<file path="src/rtl/l2_lookup_stage_pkg.sv">
// Shared types, constants and helpers for the L2 tag lookup stage.
package l2_lookup_stage_pkg;

  localparam int unsigned L2_SETS       = 256;
  localparam int unsigned L2_SET_BITS   = 8;
  localparam int unsigned L2_TAG_BITS   = 12;
  localparam int unsigned L2_NUM_PORTS  = 8;
  localparam int unsigned L2_WAY_BITS   = 3;
  localparam int unsigned L2_STATE_BITS = 2;

  typedef logic [L2_SET_BITS-1:0]   l2_set_t;
  typedef logic [L2_TAG_BITS-1:0]   l2_tag_t;
  typedef logic [L2_WAY_BITS-1:0]   l2_way_t;
  typedef logic [L2_STATE_BITS-1:0] state_t;

  localparam state_t INVALID = L2_STATE_BITS'(0);

  typedef enum logic [1:0] {
    INIT,
    IDLE,
    READ,
    HOLD
  } fsm_t;

  typedef struct packed {
    logic    hit;
    l2_way_t hit_way;
    state_t  hit_state;
    logic    empty_valid;
    l2_way_t empty_way;
    l2_way_t evict_way;
    l2_tag_t tag;
    l2_set_t set_idx;
  } l2_result_t;

  // Round-robin successor of a way index, modulo the way count.
  function automatic l2_way_t next_way(input l2_way_t w);
    if (32'(w) == L2_NUM_PORTS - 1) return '0;
    return w + l2_way_t'(1);
  endfunction

endpackage

</file>
<file path="src/rtl/l2_lookup_stage_if.sv">
// Request / result / local-memory signals of the lookup stage.
interface l2_lookup_stage_if;
  import l2_lookup_stage_pkg::*;

  logic                              req_valid;
  logic                              req_ready;
  l2_tag_t                           req_tag;
  l2_set_t                           req_set;
  logic                              flush_start;

  logic                              mem_rd_en;
  logic                              mem_wr_rst;
  logic                              mem_wr_en_evict_way;
  l2_set_t                           mem_set;
  l2_way_t                           mem_wr_data_evict_way;
  l2_tag_t [L2_NUM_PORTS-1:0]        mem_rd_tag;
  state_t  [L2_NUM_PORTS-1:0]        mem_rd_state;
  l2_way_t                           mem_rd_evict_way;

  logic                              res_valid;
  logic                              res_ready;
  logic                              res_hit;
  l2_way_t                           res_hit_way;
  state_t                            res_hit_state;
  logic                              res_empty_valid;
  l2_way_t                           res_empty_way;
  l2_way_t                           res_evict_way;
  l2_tag_t                           res_tag;
  l2_set_t                           res_set;
  logic                              init_done;

  // Lookup stage side.
  modport slave (
    input  req_valid, req_tag, req_set, flush_start,
    input  mem_rd_tag, mem_rd_state, mem_rd_evict_way,
    input  res_ready,
    output req_ready,
    output mem_rd_en, mem_wr_rst, mem_wr_en_evict_way, mem_set, mem_wr_data_evict_way,
    output res_valid, res_hit, res_hit_way, res_hit_state, res_empty_valid,
    output res_empty_way, res_evict_way, res_tag, res_set, init_done
  );

  // Requester / memory side.
  modport master (
    output req_valid, req_tag, req_set, flush_start,
    output mem_rd_tag, mem_rd_state, mem_rd_evict_way,
    output res_ready,
    input  req_ready,
    input  mem_rd_en, mem_wr_rst, mem_wr_en_evict_way, mem_set, mem_wr_data_evict_way,
    input  res_valid, res_hit, res_hit_way, res_hit_state, res_empty_valid,
    input  res_empty_way, res_evict_way, res_tag, res_set, init_done
  );

endinterface

</file>
<file path="src/rtl/l2_way_select.sv">
// Combinational hit / first-empty way detection across all ways of a set.
module l2_way_select
  import l2_lookup_stage_pkg::*;
(
  input  l2_tag_t                    tag,
  input  l2_tag_t [L2_NUM_PORTS-1:0] way_tag,
  input  state_t  [L2_NUM_PORTS-1:0] way_state,
  output logic                       hit,
  output l2_way_t                    hit_way,
  output logic                       empty_valid,
  output l2_way_t                    empty_way
);

  // Lowest matching valid way wins the hit; lowest INVALID way is the empty slot.
  always_comb begin
    hit         = 1'b0;
    hit_way     = '0;
    empty_valid = 1'b0;
    empty_way   = '0;
    for (int w = 0; w < int'(L2_NUM_PORTS); w++) begin
      if (!hit && way_state[w] != INVALID && way_tag[w] == tag) begin
        hit     = 1'b1;
        hit_way = L2_WAY_BITS'(w);
      end
      if (!empty_valid && way_state[w] == INVALID) begin
        empty_valid = 1'b1;
        empty_way   = L2_WAY_BITS'(w);
      end
    end
  end

endmodule

</file>
<file path="src/rtl/l2_lookup_stage.sv">
// L2 tag lookup stage: init sweep, single-outstanding lookup, evict pointer advance.
module l2_lookup_stage
  import l2_lookup_stage_pkg::*;
(
  input logic              clk,
  input logic              rst,
  l2_lookup_stage_if.slave bus
);

  fsm_t       state_q, state_d;
  l2_set_t    cnt_q, cnt_d;
  l2_tag_t    tag_q, tag_d;
  l2_set_t    set_q, set_d;
  l2_result_t res_q, res_d;
  logic       res_valid_q, res_valid_d;
  logic       init_done_q, init_done_d;

  logic       req_ready_c;
  logic       rd_en_c;
  logic       wr_rst_c;
  logic       wr_evict_c;
  l2_set_t    mem_set_c;
  l2_way_t    wr_data_c;

  logic       sel_hit;
  l2_way_t    sel_hit_way;
  logic       sel_empty_valid;
  l2_way_t    sel_empty_way;

  l2_way_select u_way_select (
    .tag         (tag_q),
    .way_tag     (bus.mem_rd_tag),
    .way_state   (bus.mem_rd_state),
    .hit         (sel_hit),
    .hit_way     (sel_hit_way),
    .empty_valid (sel_empty_valid),
    .empty_way   (sel_empty_way)
  );

  // Next-state, result capture and memory strobe decode.
  always_comb begin
    state_d     = state_q;
    cnt_d       = cnt_q;
    tag_d       = tag_q;
    set_d       = set_q;
    res_d       = res_q;
    res_valid_d = res_valid_q;
    init_done_d = init_done_q;
    req_ready_c = 1'b0;
    rd_en_c     = 1'b0;
    wr_rst_c    = 1'b0;
    wr_evict_c  = 1'b0;
    mem_set_c   = '0;
    wr_data_c   = '0;

    unique case (state_q)
      INIT: begin
        wr_rst_c  = 1'b1;
        mem_set_c = cnt_q;
        cnt_d     = cnt_q + l2_set_t'(1);
        if (32'(cnt_q) == L2_SETS - 1) begin
          cnt_d       = '0;
          init_done_d = 1'b1;
          state_d     = IDLE;
        end
      end
      IDLE: begin
        if (bus.flush_start) begin
          // Flush takes priority over a simultaneous request.
          cnt_d       = '0;
          init_done_d = 1'b0;
          state_d     = INIT;
        end else begin
          req_ready_c = 1'b1;
          if (bus.req_valid) begin
            rd_en_c   = 1'b1;
            mem_set_c = bus.req_set;
            tag_d     = bus.req_tag;
            set_d     = bus.req_set;
            state_d   = READ;
          end
        end
      end
      READ: begin
        res_d.hit         = sel_hit;
        res_d.hit_way     = sel_hit_way;
        res_d.hit_state   = sel_hit ? bus.mem_rd_state[sel_hit_way] : INVALID;
        res_d.empty_valid = sel_empty_valid;
        res_d.empty_way   = sel_empty_way;
        res_d.evict_way   = sel_empty_valid ? sel_empty_way : bus.mem_rd_evict_way;
        res_d.tag         = tag_q;
        res_d.set_idx     = set_q;
        res_valid_d       = 1'b1;
        state_d           = HOLD;
      end
      HOLD: begin
        if (bus.res_ready) begin
          res_valid_d = 1'b0;
          state_d     = IDLE;
          // A full-set miss consumed the victim; rotate the pointer.
          if (!res_q.hit && !res_q.empty_valid) begin
            wr_evict_c = 1'b1;
            mem_set_c  = res_q.set_idx;
            wr_data_c  = next_way(res_q.evict_way);
          end
        end
      end
      default: state_d = INIT;
    endcase
  end

  // State and result registers.
  always_ff @(posedge clk or posedge rst) begin
    if (rst) begin
      state_q     <= INIT;
      cnt_q       <= '0;
      tag_q       <= '0;
      set_q       <= '0;
      res_q       <= '0;
      res_valid_q <= 1'b0;
      init_done_q <= 1'b0;
    end else begin
      state_q     <= state_d;
      cnt_q       <= cnt_d;
      tag_q       <= tag_d;
      set_q       <= set_d;
      res_q       <= res_d;
      res_valid_q <= res_valid_d;
      init_done_q <= init_done_d;
    end
  end

  // Strobes decode from the INIT state held during reset, so mask them while rst is high.
  assign bus.req_ready             = req_ready_c & ~rst;
  assign bus.mem_rd_en             = rd_en_c & ~rst;
  assign bus.mem_wr_rst            = wr_rst_c & ~rst;
  assign bus.mem_wr_en_evict_way   = wr_evict_c & ~rst;
  assign bus.mem_set               = rst ? '0 : mem_set_c;
  assign bus.mem_wr_data_evict_way = rst ? '0 : wr_data_c;

  assign bus.res_valid       = res_valid_q;
  assign bus.res_hit         = res_q.hit;
  assign bus.res_hit_way     = res_q.hit_way;
  assign bus.res_hit_state   = res_q.hit_state;
  assign bus.res_empty_valid = res_q.empty_valid;
  assign bus.res_empty_way   = res_q.empty_way;
  assign bus.res_evict_way   = res_q.evict_way;
  assign bus.res_tag         = res_q.tag;
  assign bus.res_set         = res_q.set_idx;
  assign bus.init_done       = init_done_q;

endmodule

</file>
<file path="src/flat_wrapper.sv">
// flat-port wrapper written by rule: the top's interface ports become plain ports
module l2_lookup_stage_flat import l2_lookup_stage_pkg::*;
  (clk, rst, bus_req_valid, bus_req_tag, bus_req_set, bus_flush_start, bus_mem_rd_tag, bus_mem_rd_state, bus_mem_rd_evict_way, bus_res_ready, bus_req_ready, bus_mem_rd_en, bus_mem_wr_rst, bus_mem_wr_en_evict_way, bus_mem_set, bus_mem_wr_data_evict_way, bus_res_valid, bus_res_hit, bus_res_hit_way, bus_res_hit_state, bus_res_empty_valid, bus_res_empty_way, bus_res_evict_way, bus_res_tag, bus_res_set, bus_init_done);
  l2_lookup_stage_if bus_i ();
  input logic clk;
  input logic rst;
  input wire logic [$bits(bus_i.req_valid)-1:0] bus_req_valid;
  input wire logic [$bits(bus_i.req_tag)-1:0] bus_req_tag;
  input wire logic [$bits(bus_i.req_set)-1:0] bus_req_set;
  input wire logic [$bits(bus_i.flush_start)-1:0] bus_flush_start;
  input wire logic [$bits(bus_i.mem_rd_tag)-1:0] bus_mem_rd_tag;
  input wire logic [$bits(bus_i.mem_rd_state)-1:0] bus_mem_rd_state;
  input wire logic [$bits(bus_i.mem_rd_evict_way)-1:0] bus_mem_rd_evict_way;
  input wire logic [$bits(bus_i.res_ready)-1:0] bus_res_ready;
  output wire logic [$bits(bus_i.req_ready)-1:0] bus_req_ready;
  output wire logic [$bits(bus_i.mem_rd_en)-1:0] bus_mem_rd_en;
  output wire logic [$bits(bus_i.mem_wr_rst)-1:0] bus_mem_wr_rst;
  output wire logic [$bits(bus_i.mem_wr_en_evict_way)-1:0] bus_mem_wr_en_evict_way;
  output wire logic [$bits(bus_i.mem_set)-1:0] bus_mem_set;
  output wire logic [$bits(bus_i.mem_wr_data_evict_way)-1:0] bus_mem_wr_data_evict_way;
  output wire logic [$bits(bus_i.res_valid)-1:0] bus_res_valid;
  output wire logic [$bits(bus_i.res_hit)-1:0] bus_res_hit;
  output wire logic [$bits(bus_i.res_hit_way)-1:0] bus_res_hit_way;
  output wire logic [$bits(bus_i.res_hit_state)-1:0] bus_res_hit_state;
  output wire logic [$bits(bus_i.res_empty_valid)-1:0] bus_res_empty_valid;
  output wire logic [$bits(bus_i.res_empty_way)-1:0] bus_res_empty_way;
  output wire logic [$bits(bus_i.res_evict_way)-1:0] bus_res_evict_way;
  output wire logic [$bits(bus_i.res_tag)-1:0] bus_res_tag;
  output wire logic [$bits(bus_i.res_set)-1:0] bus_res_set;
  output wire logic [$bits(bus_i.init_done)-1:0] bus_init_done;
  assign bus_i.req_valid = bus_req_valid;
  assign bus_i.req_tag = bus_req_tag;
  assign bus_i.req_set = bus_req_set;
  assign bus_i.flush_start = bus_flush_start;
  assign bus_i.mem_rd_tag = bus_mem_rd_tag;
  assign bus_i.mem_rd_state = bus_mem_rd_state;
  assign bus_i.mem_rd_evict_way = bus_mem_rd_evict_way;
  assign bus_i.res_ready = bus_res_ready;
  assign bus_req_ready = bus_i.req_ready;
  assign bus_mem_rd_en = bus_i.mem_rd_en;
  assign bus_mem_wr_rst = bus_i.mem_wr_rst;
  assign bus_mem_wr_en_evict_way = bus_i.mem_wr_en_evict_way;
  assign bus_mem_set = bus_i.mem_set;
  assign bus_mem_wr_data_evict_way = bus_i.mem_wr_data_evict_way;
  assign bus_res_valid = bus_i.res_valid;
  assign bus_res_hit = bus_i.res_hit;
  assign bus_res_hit_way = bus_i.res_hit_way;
  assign bus_res_hit_state = bus_i.res_hit_state;
  assign bus_res_empty_valid = bus_i.res_empty_valid;
  assign bus_res_empty_way = bus_i.res_empty_way;
  assign bus_res_evict_way = bus_i.res_evict_way;
  assign bus_res_tag = bus_i.res_tag;
  assign bus_res_set = bus_i.res_set;
  assign bus_init_done = bus_i.init_done;
  l2_lookup_stage u_core (.clk(clk), .rst(rst), .bus(bus_i));
endmodule
</file>
<file path="config.mk">
export PLATFORM = sky130hd
export DESIGN_NAME = l2_lookup_stage_flat
export DESIGN_NICKNAME = d
export VERILOG_FILES = /design/src/rtl/l2_lookup_stage_pkg.sv /design/src/rtl/l2_lookup_stage_if.sv /design/src/rtl/l2_way_select.sv /design/src/rtl/l2_lookup_stage.sv /design/src/flat_wrapper.sv
export SDC_FILE = /design/constraint.sdc
export NUM_CORES = 1
export LEC_CHECK = 0
export CORE_ASPECT_RATIO = 0.5
export CORE_MARGIN = 4
export CORE_UTILIZATION = 45
export CTS_BUF_LIST = sky130_fd_sc_hd__clkbuf_4
export DETAILED_ROUTE_END_ITERATION = 7
export GPL_TIMING_DRIVEN = 0
export PLACE_DENSITY_LB_ADDON = 0.1
export SLEW_MARGIN = 20
export SYNTH_ARGS = -nofsm -noshare
export SYNTH_HDL_FRONTEND = slang
export SYNTH_SLANG_ARGS = --single-unit
</file>
<file path="constraint.sdc">
create_clock -name clk -period 6.5 [get_ports clk]
set_input_delay 1.95 -clock clk [delete_from_list [all_inputs] [get_ports clk]]
set_output_delay 1.95 -clock clk [all_outputs]
set_load 0.1 [all_outputs]
</file>
Word level (Yosys, flattened, before mapping)

Cells that the tools add are included.

Register bits after elaboration: 65
Bits in latches: 0
Memory bits (writable): 0
Bits in read-only memories: 0
Output and inout port bits: 50
Logic and storage cells: 175
Memories: 0

Add/subtract/negate cells: 2
Multipliers: 0
Divide/modulo/power cells: 0
Order comparisons: 1
Equal/unequal tests: 17
Shift-type cells: 0
Mux-type cells: 72
Bitwise operators: 6
Reductions and logical operators: 63

Operators with widths:

| cell                                                        | number |
|---|---|
| == test 12 bit                                              | 8 |
| two-way mux 3 bit                                           | 19 |
| two-way mux 8 bit                                           | 7 |
| two-way mux 1 bit                                           | 34 |
| one-hot mux 8 bit (3 select lines)                          | 1 |
| logical AND 1 bit                                           | 23 |
| nonzero test 2 bit                                          | 10 |
| zero test 2 bit                                             | 9 |
| zero test 1 bit                                             | 16 |
| one-hot mux 8 bit (2 select lines)                          | 1 |
| two-way mux 2 bit                                           | 6 |
| AND reduction 3 bit                                         | 3 |
| adder 8 x 1 -> 8 bit (second input constant)                | 1 |
| == test 8 bit (second input constant)                       | 1 |
| one-hot mux 2 bit (4 select lines)                          | 1 |
| binary-select mux 2 bit (select 3 bit)                      | 1 |
| bitwise AND 1 bit                                           | 4 |
| == test 2 bit (second input constant)                       | 2 |
| less-than comparator 3 x 4 -> 1 bit (second input constant) | 1 |
| != test 2 bit (second input constant)                       | 2 |
| one-hot mux 1 bit (2 select lines)                          | 2 |
| AND reduction 2 bit                                         | 2 |
| adder 3 x 1 -> 3 bit (second input constant)                | 1 |
| == test 3 bit (second input constant)                       | 1 |
| other kinds (4)                                             | 5 |

Longest topological paths before layout

Gate-level depths: netlist (run 1).

Depth after elaboration: 34
Mapped depth: 10

By module

Synthesis (run 1) repeated with hierarchy kept, for this count alone.

Cell total of the unflattened synthesis: 406
Area total of the unflattened synthesis: 4296.6 µm²

Modules (own cells, without submodules):

| module          | times used | cells an instance | area each (µm²) | seq. area each (µm²) |
|---|---|---|---|---|
| l2_lookup_stage | 1          | 233               | 2994.1          | 1626.6 |
| l2_way_select   | 1          | 173               | 1302.5          | 0.0 |

Worst setup path after synthesis (run 1)

Ideal clock, no wire load.

Path kind: input port to output port
From: input bus_res_ready
To: output bus_mem_wr_data_evict_way[0]
Arrival time: 7.266 ns
Slack: -2.716 ns
Cell stages on the path: 3
Buffers on the path: 0
Path through: nand2_1 > nor4_1 > nor3b_1

Word-level cells in the longest chain between the ends: 3

RTL lines:

| element           | RTL line               | source |
|---|---|---|
| from (decl)       | flat_wrapper.sv:14     | `input wire logic [$bits(bus_i.res_ready)-1:0] bus_res_ready;` |
| two-way mux 3 bit | l2_lookup_stage.sv:97  | `if (bus.res_ready) begin` |
| two-way mux 3 bit | l2_lookup_stage.sv:56  | `unique case (state_q)` |
| two-way mux 3 bit | l2_lookup_stage.sv:139 | `assign bus.mem_wr_data_evict_way = rst ? '0 : wr_data_c;` |
| to (decl)         | flat_wrapper.sv:20     | `output wire logic [$bits(bus_i.mem_wr_data_evict_way)-1:0] bus_mem_wr_data_evict_way;` |

No other way between the ends.

Final worst setup path (run 1)

From: input bus_flush_start
To: output bus_mem_set[7]

Word-level cells in the longest chain between the ends: 3

RTL lines:

| element                            | RTL line               | source |
|---|---|---|
| from (decl)                        | flat_wrapper.sv:10     | `input wire logic [$bits(bus_i.flush_start)-1:0] bus_flush_start;` |
| two-way mux 8 bit                  | l2_lookup_stage.sv:68  | `if (bus.flush_start) begin` |
| one-hot mux 8 bit (3 select lines) | l2_lookup_stage.sv:56  |  |
| two-way mux 8 bit                  | l2_lookup_stage.sv:138 | `assign bus.mem_set = rst ? '0 : mem_set_c;` |
| to (decl)                          | flat_wrapper.sv:19     | `output wire logic [$bits(bus_i.mem_set)-1:0] bus_mem_set;` |

No other way between the ends.

==> impl_metrics.ini, run 1 <==
[place]
routabilityCongestion = 0.884
io_buffers = 189
dpl_cell_area_um2 = 6700
place_hpwl_um = 12300

[clock_tree]
clock_path_buffers = 2
cts.htree.levels = 3
cts_sinks = 65
cts_buffers = 9
path_clk_slew_ns = 0.10
holdBufCountCts = 0
clock_latency_ns = 0.43
tritoncts = yes
clockRootBuffer = clkbuf_4

[sta]
fmax_mhz = 159
finalSetupTns_ns = 0
tightest_slew_ns = 1.02
setup_violations = 0
holdWs_ns = 0.488
post-route-min-period_ns = 6.29
relSlewSlack_pct = 31.7
finalCritPeriodShare_pct = 96.8
maxSlewViolCount = 0
skew_ns = 0.0184
hold_viol = 0
rsz0062_at_grt = no

[layout]
drive_above_1_share_pct = 10.7
nNetsFinal = 854
final_core_util_pct = 71.4
final_area_um2 = 6900
syn_to_final_growth_pct = 51.2
diodes = 0

[floorplanning]
core_um2 = 9670
die_y_um = 79.2
pin_count = 190
chipWidth_um = 150
design.die.area_um2 = 11900
rows = 25
initial_core_util_pct = 47.2

[setup_path]
r2r-start = u_core.tag_q[7]
r2r_end = u_core.bus.res_hit_state[0]
critPathRequiredTime_ns = 4.55
r2r_setup_slack_ns = 3.31
crit_path_end_kind = primary output
start_kind = input port
criticalPathCategory = input port to primary output
arrival_ns = 4.34
reg2regPathDepth = 10
cp_max_fo = 10

[yosys]
netlist_area_um2 = 4560
avgSynthCellArea_um2 = 9.12
yosysWarnings = 0
yosysSeqAreaShare_pct = 35.7
synth_edf_count = 0
async_flop_share_pct = 100
synth_cell_types = 56
ys_seq_elements = 65
synthCells = 500
synthFlopType = dfrtp_1
syn_nets = 648

[grt]
grt_max_degree = 24
grt_use_total_pct = 27.0
grt_pass1_vias = 4654
antenna_found_initial = 0
grt.overflow.total = 0
grt_pass1_wl_um = 24800

[hold_path]
hp-start = u_core.set_q[0]
hold_path.class = register to register
hold_depth = 2
whs_endpoint = u_core.set_q[0]

[detailed_routing]
drtIter0Drc = 374
drt_wl_total_um = 16000
via_per_inst = 5.41
postRouteAntennaNets = 0
vias = 4575
avgRoutedWirePerCell_um = 18.9
dr.pass1.iters = 5
drc = 0

[job]
maxCapViolCount = 0

[status]
outcome = finished clean

[pwr]
p_leak_nw = 2.98
vdd_drop_max_uv = 116
p_per_area_nw_per_um2 = 128
layout make-up:
| class | instances | area, um2 |
|---|---|---|
| Inverter | 11 | 45.0 |
| Sequential cell | 65 | 1630 |
| Fill cell | 754 | 2770 |
| Clock inverter | 6 | 81.3 |
| Buffer | 24 | 135 |
| Multi-Input combinational cell | 400 | 2780 |
| Timing Repair inverter | 1 | 5.00 |
| Tap cell | 135 | 169 |
| Timing Repair Buffer | 194 | 1980 |
| Clock buffer | 10 | 75.1 |
how the worst max path moves through the flow:
stage	start	end	slack, ns	cells after the start
5_1_grt	bus_res_ready	bus_mem_set[7]	0.002	6
6_report	bus_flush_start	bus_mem_set[7]	0.21	7
3_3_place_gp	rst	bus_mem_set[1]	-1.26	5
2_1_floorplan	bus_res_ready	bus_mem_wr_data_evict_way[0]	0.09	3
4_1_cts	rst	bus_mem_set[5]	0.02	7
3_5_place_dp	rst	bus_mem_set[5]	-0.66	7
layout by cell type (no fill, tap or decap), drive strengths merged, types with 8 or more instances in the layout:
cell,netlist,routed
inv,11,11
xor2,57,57
clkdlybuf4s50,0,181
nor3,11,11
nor4,18,18
o21ai,21,21
a222oi,8,8
buf,16,21
clkdlybuf4s15,0,8
nor2,36,36
mux2,25,25
ha,8,8
nand2,83,83
dfrtp,65,65
nand4,17,17
a21oi,8,8
xnor2,41,41
mux2i,8,8
clkbuf,8,18
cell families (layout without fill, tap and decap cells):
kind of cell	after synthesis	after routing	synth area share, %
multiplexers	33	33	7.93
flip-flops	65	65	35.7
XOR/XNOR	98	98	18.8
adder cells (fa/ha/maj)	8	8	2.19
AND/OR/NAND/NOR	202	202	22.2
buffers and inverters	35	246	3.87
AO/OA/AOI/OAI	59	59	9.36
state kept, by name, summed over array words and instances (netlist names):
register,cells
u_core.state_q,2
u_core.bus.res_hit_way,3
u_core.tag_q,12
u_core.set_q,8
u_core.bus.res_set,8
u_core.bus.res_evict_way,3
u_core.bus.res_hit_state,2
u_core.bus.res_empty_valid,1
u_core.bus.init_done,1
u_core.cnt_q,8
u_core.bus.res_tag,12
u_core.bus.res_valid,1
u_core.bus.res_hit,1
u_core.bus.res_empty_way,3
critical path, stage by stage:
cell             delay (ns)
clkdlybuf4s50_1        0.46
nor2b_1                0.44
and2_1                 0.20
clkbuf_1               0.35
a222oi_1               0.18
nor2_1                 0.18
clkdlybuf4s15_2        0.57
timing repair:
| item | CTS | global route |
|---|---|---|
| buffers inserted | 0 | 3 |
| endpoints found under the setup margin | 9 | 8 |
| gates cloned | 1 | 0 |
| resized for setup | 24 | 0 |
| hold endpoints to repair | 0 | 0 |
power by group:
| part | internal (mW) | switching, mW |
|---|---|---|
| registers | 0.404 | 0 |
| clock network | 0.159 | 0.150 |
| logic | 0.103 | 0.0687 |
routing by layer:
metal / global-route usage (%) / part of all wire [%] / vias up
li1: - / - / 2167
met1: 34.9 / 42 / 2187
met3: 6.84 / 8.7 / 17
met2: 45.8 / 48 / 204
met4: 5.66 / 1.2 / 0
met5: 0 / 0 / -
stage by stage:
stage / setup slack (ns) / instances / total power, mW
floorplan: 0.0926 / 500 / 0.469
global placement: -1.26 / 824 / 0.574
detailed placement: -0.658 / 826 / 0.580
CTS: 0.0170 / 843 / 0.889
global route: 0.00179 / 846 / 0.923
finish: 0.210 / 846 / 0.885
Yosys cell counts (2+ instances only):
cell type | number | area, um2
buf_2 | 6 | 30.0
xnor2_1 | 41 | 359
or3_1 | 4 | 25.0
nand2_1 | 83 | 312
dfrtp_1 | 65 | 1630
or4_1 | 2 | 15.0
clkbuf_1 | 8 | 30.0
nor3b_1 | 3 | 22.5
a21oi_1 | 8 | 40.0
and2_1 | 3 | 18.8
buf_4 | 2 | 15.0
mux2i_1 | 8 | 80.1
o31ai_1 | 2 | 15.0
ha_1 | 8 | 100
nand2b_1 | 3 | 18.8
mux2_2 | 25 | 282
nand4_1 | 17 | 106
a31oi_1 | 3 | 18.8
o21ai_0 | 20 | 100
buf_1 | 4 | 15.0
a222oi_1 | 8 | 80.1
o211ai_1 | 3 | 22.5
nor2b_1 | 4 | 25.0
or4b_1 | 3 | 30.0
and3_1 | 5 | 31.3
inv_1 | 11 | 41.3
xor2_1 | 57 | 499
nor4_1 | 16 | 100
buf_6 | 4 | 45.0
nor2_1 | 36 | 135
nor3_1 | 11 | 55.1
nand3_1 | 3 | 15.0
No activity file was read; power rests on OpenSTA's default activity.
==> inputs of run 2 (changes only) <==
--- a/config.mk
+++ b/config.mk
@@ -12,6 +12,7 @@
 export DETAILED_ROUTE_END_ITERATION = 7
 export GPL_TIMING_DRIVEN = 0
 export PLACE_DENSITY_LB_ADDON = 0.1
+export REMOVE_ABC_BUFFERS = 1
 export SLEW_MARGIN = 20
 export SYNTH_ARGS = -nofsm -noshare
 export SYNTH_HDL_FRONTEND = slang
==> impl_metrics.ini, run 2 (synthesis results as in run 1) <==
[status]
outcome = finished clean

[pwr]
p_int_mw = 0.585
total_power_mw = 0.798
combPwrFrac_pct = 20.9
vdd_drop_max_uv = 86.7
pwr-share-seq_pct = 50.6
power.switching_mw = 0.213
p_per_area_nw_per_um2 = 120
swShare_pct = 26.7
p_clk_share_pct = 28.5
p_leak_nw = 2.87

[grt]
grtUsageMet2_pct = 45.7
grtUsageMet3_pct = 6.27
grt.overflow.total = 0
grt_use_total_pct = 25.4
grt_pass1_wl_um = 23400
met1_usage_pct = 30.9
antenna_found_initial = 1
grt_max_degree = 56
grt_pass1_vias = 4530
busiest_layer = met2

[clock_tree]
tritoncts = yes
clockRootBuffer = clkbuf_4
clock_latency_ns = 0.41
cts_sinks = 65
cts_buffers = 9
cts_setup_buffers = 0
clock_path_buffers = 2
path_clk_slew_ns = 0.11
cts.htree.levels = 3

[setup_path]
arrival_ns = 4.38
r2r-start = u_core.tag_q[5]
path_cells = clkdlybuf4s50_1, nor4_1, and3b_1, clkdlybuf4s50_1
reg2regPathDepth = 9
r2r_end = u_core.bus.res_hit_state[0]
r2r_setup_slack_ns = 3.25
worst-path-buf-inv = 2
cpMaxStageDelayCell = clkdlybuf4s50_1
crit_cells = 4
start_kind = input port
cp_max_fo = 4
critPathRequiredTime_ns = 4.55
critPathCapture = bus_mem_wr_data_evict_way[1]
critPathLaunch = rst
crit_path_end_kind = primary output
criticalPathCategory = input port to primary output
max_stage_delay_ns = 1.13
cpMostUsedCell = clkdlybuf4s50_1
cp_top_family = buffers and inverters

[layout]
final_area_um2 = 6670
diodes = 0
final_common_cell = clkdlybuf4s50_1
layout_common_cells = clkdlybuf4s50_1 (180), nand2_1 (83), dfrtp_1 (65), xor2_1 (57), xnor2_1 (41)
nNetsFinal = 826
drive_above_1_share_pct = 8.93
syn_to_final_growth_pct = 46.2

[floorplanning]
die_y_um = 79.2
initial_core_util_pct = 47.2
pin_count = 190
design.die.area_um2 = 11900
rows = 25
core_um2 = 9670
chipWidth_um = 150

[place]
dpl_cell_area_um2 = 6540
place_hpwl_um = 11600
routabilityCongestion = 0.846
io_buffers = 189

[detailed_routing]
dr.pass1.iters = 5
avgRoutedWirePerCell_um = 18.5
postRouteAntennaNets = 0
drc = 0
vias = 4394
drtIter0Drc = 199
via_per_inst = 5.37
drt_wl_total_um = 15100

[sta]
tightest_slew_ns = 1.02
setup_violations = 0
fmax_mhz = 158
rsz0062_at_grt = no
skew_ns = 0.00736
finalSetupTns_ns = 0
finalCritPeriodShare_pct = 97.4
hold_viol = 0
holdWs_ns = 0.485
maxSlewViolCount = 0
post-route-min-period_ns = 6.33
relSlewSlack_pct = 31.6

[job]
maxCapViolCount = 0

[hold_path]
hp-start = u_core.set_q[7]
hold_path.class = register to register
[run 2: cell types whose count changed in the layout (fill, tap and decap cells not counted), moves of 2 or more]
cell,delta
bufinv_16,-2
clkbuf_1,-8
buf_4,-5
buf_2,-6
buf_6,-4
clkinv_2,+2
buf_1,-4
[run 2: repair_timing]
item / in CTS / in global routing
setup endpoints to repair: 8 / 2
hold buffers: 0 / 0
gates resized for setup: 25 / 2
[run 2: final cells by class]
| type | instances | area [um2] |
|---|---|---|
| inverter | 11 | 43.8 |
| sequential | 65 | 1630 |
| tap | 135 | 169 |
| timing repair buffer | 191 | 1950 |
| clock buffer | 10 | 75.1 |
| clock inverter | 6 | 35.0 |
| fill | 811 | 3000 |
| multi-input combinational | 400 | 2770 |
[run 2: power by group through the flow]
stage                     clock network, mW  registers (mW)  logic [mW]
after detailed placement                  0           0.412       0.166
after floorplan                           0           0.412      0.0565
after global placement                    0           0.412       0.162
final                                 0.227           0.404       0.166
after global routing                  0.257           0.404       0.179
after CTS                             0.237           0.404       0.167
[run 2: worst register-to-register path: cells and delay by family (launching register included)]
kind / cells / cell delay (ns)
AND/OR/NAND/NOR: 3 / 1.34
flip-flops: 1 / 0.78
multiplexers: 2 / 0.44
AO/OA/AOI/OAI: 3 / 0.42
XOR/XNOR: 1 / 0.18
[run 2: how the worst min path moves through the flow]
stage / end / cells past startpoint
6_report: u_core.set_q[7] / 2
5_1_grt: u_core.set_q[5] / 2
4_1_cts: u_core.set_q[3] / 2
3_5_place_dp: u_core.set_q[3] / 2
3_3_place_gp: u_core.set_q[6] / 2
2_1_floorplan: u_core.set_q[0] / 2
[run 2: metrics by stage]
| step | utilization (%) | setup slack, ns | instances |
|---|---|---|---|
| global placement | 67.1 | -2.08 | 800 |
| detailed placement | 67.7 | -0.752 | 802 |
| global route | 69.0 | 0.0529 | 818 |
| floorplan | - | -2.72 | 476 |
| CTS | 68.9 | 0.131 | 818 |
| finish | 69.0 | 0.166 | 818 |
[run 2: layer usage]
layer  routed length (um)  vias up
met4                  157        2
met5                   13        -
met1                 6430     2129
met3                 1060       14
li1                     -     2110
met2                 7480      139
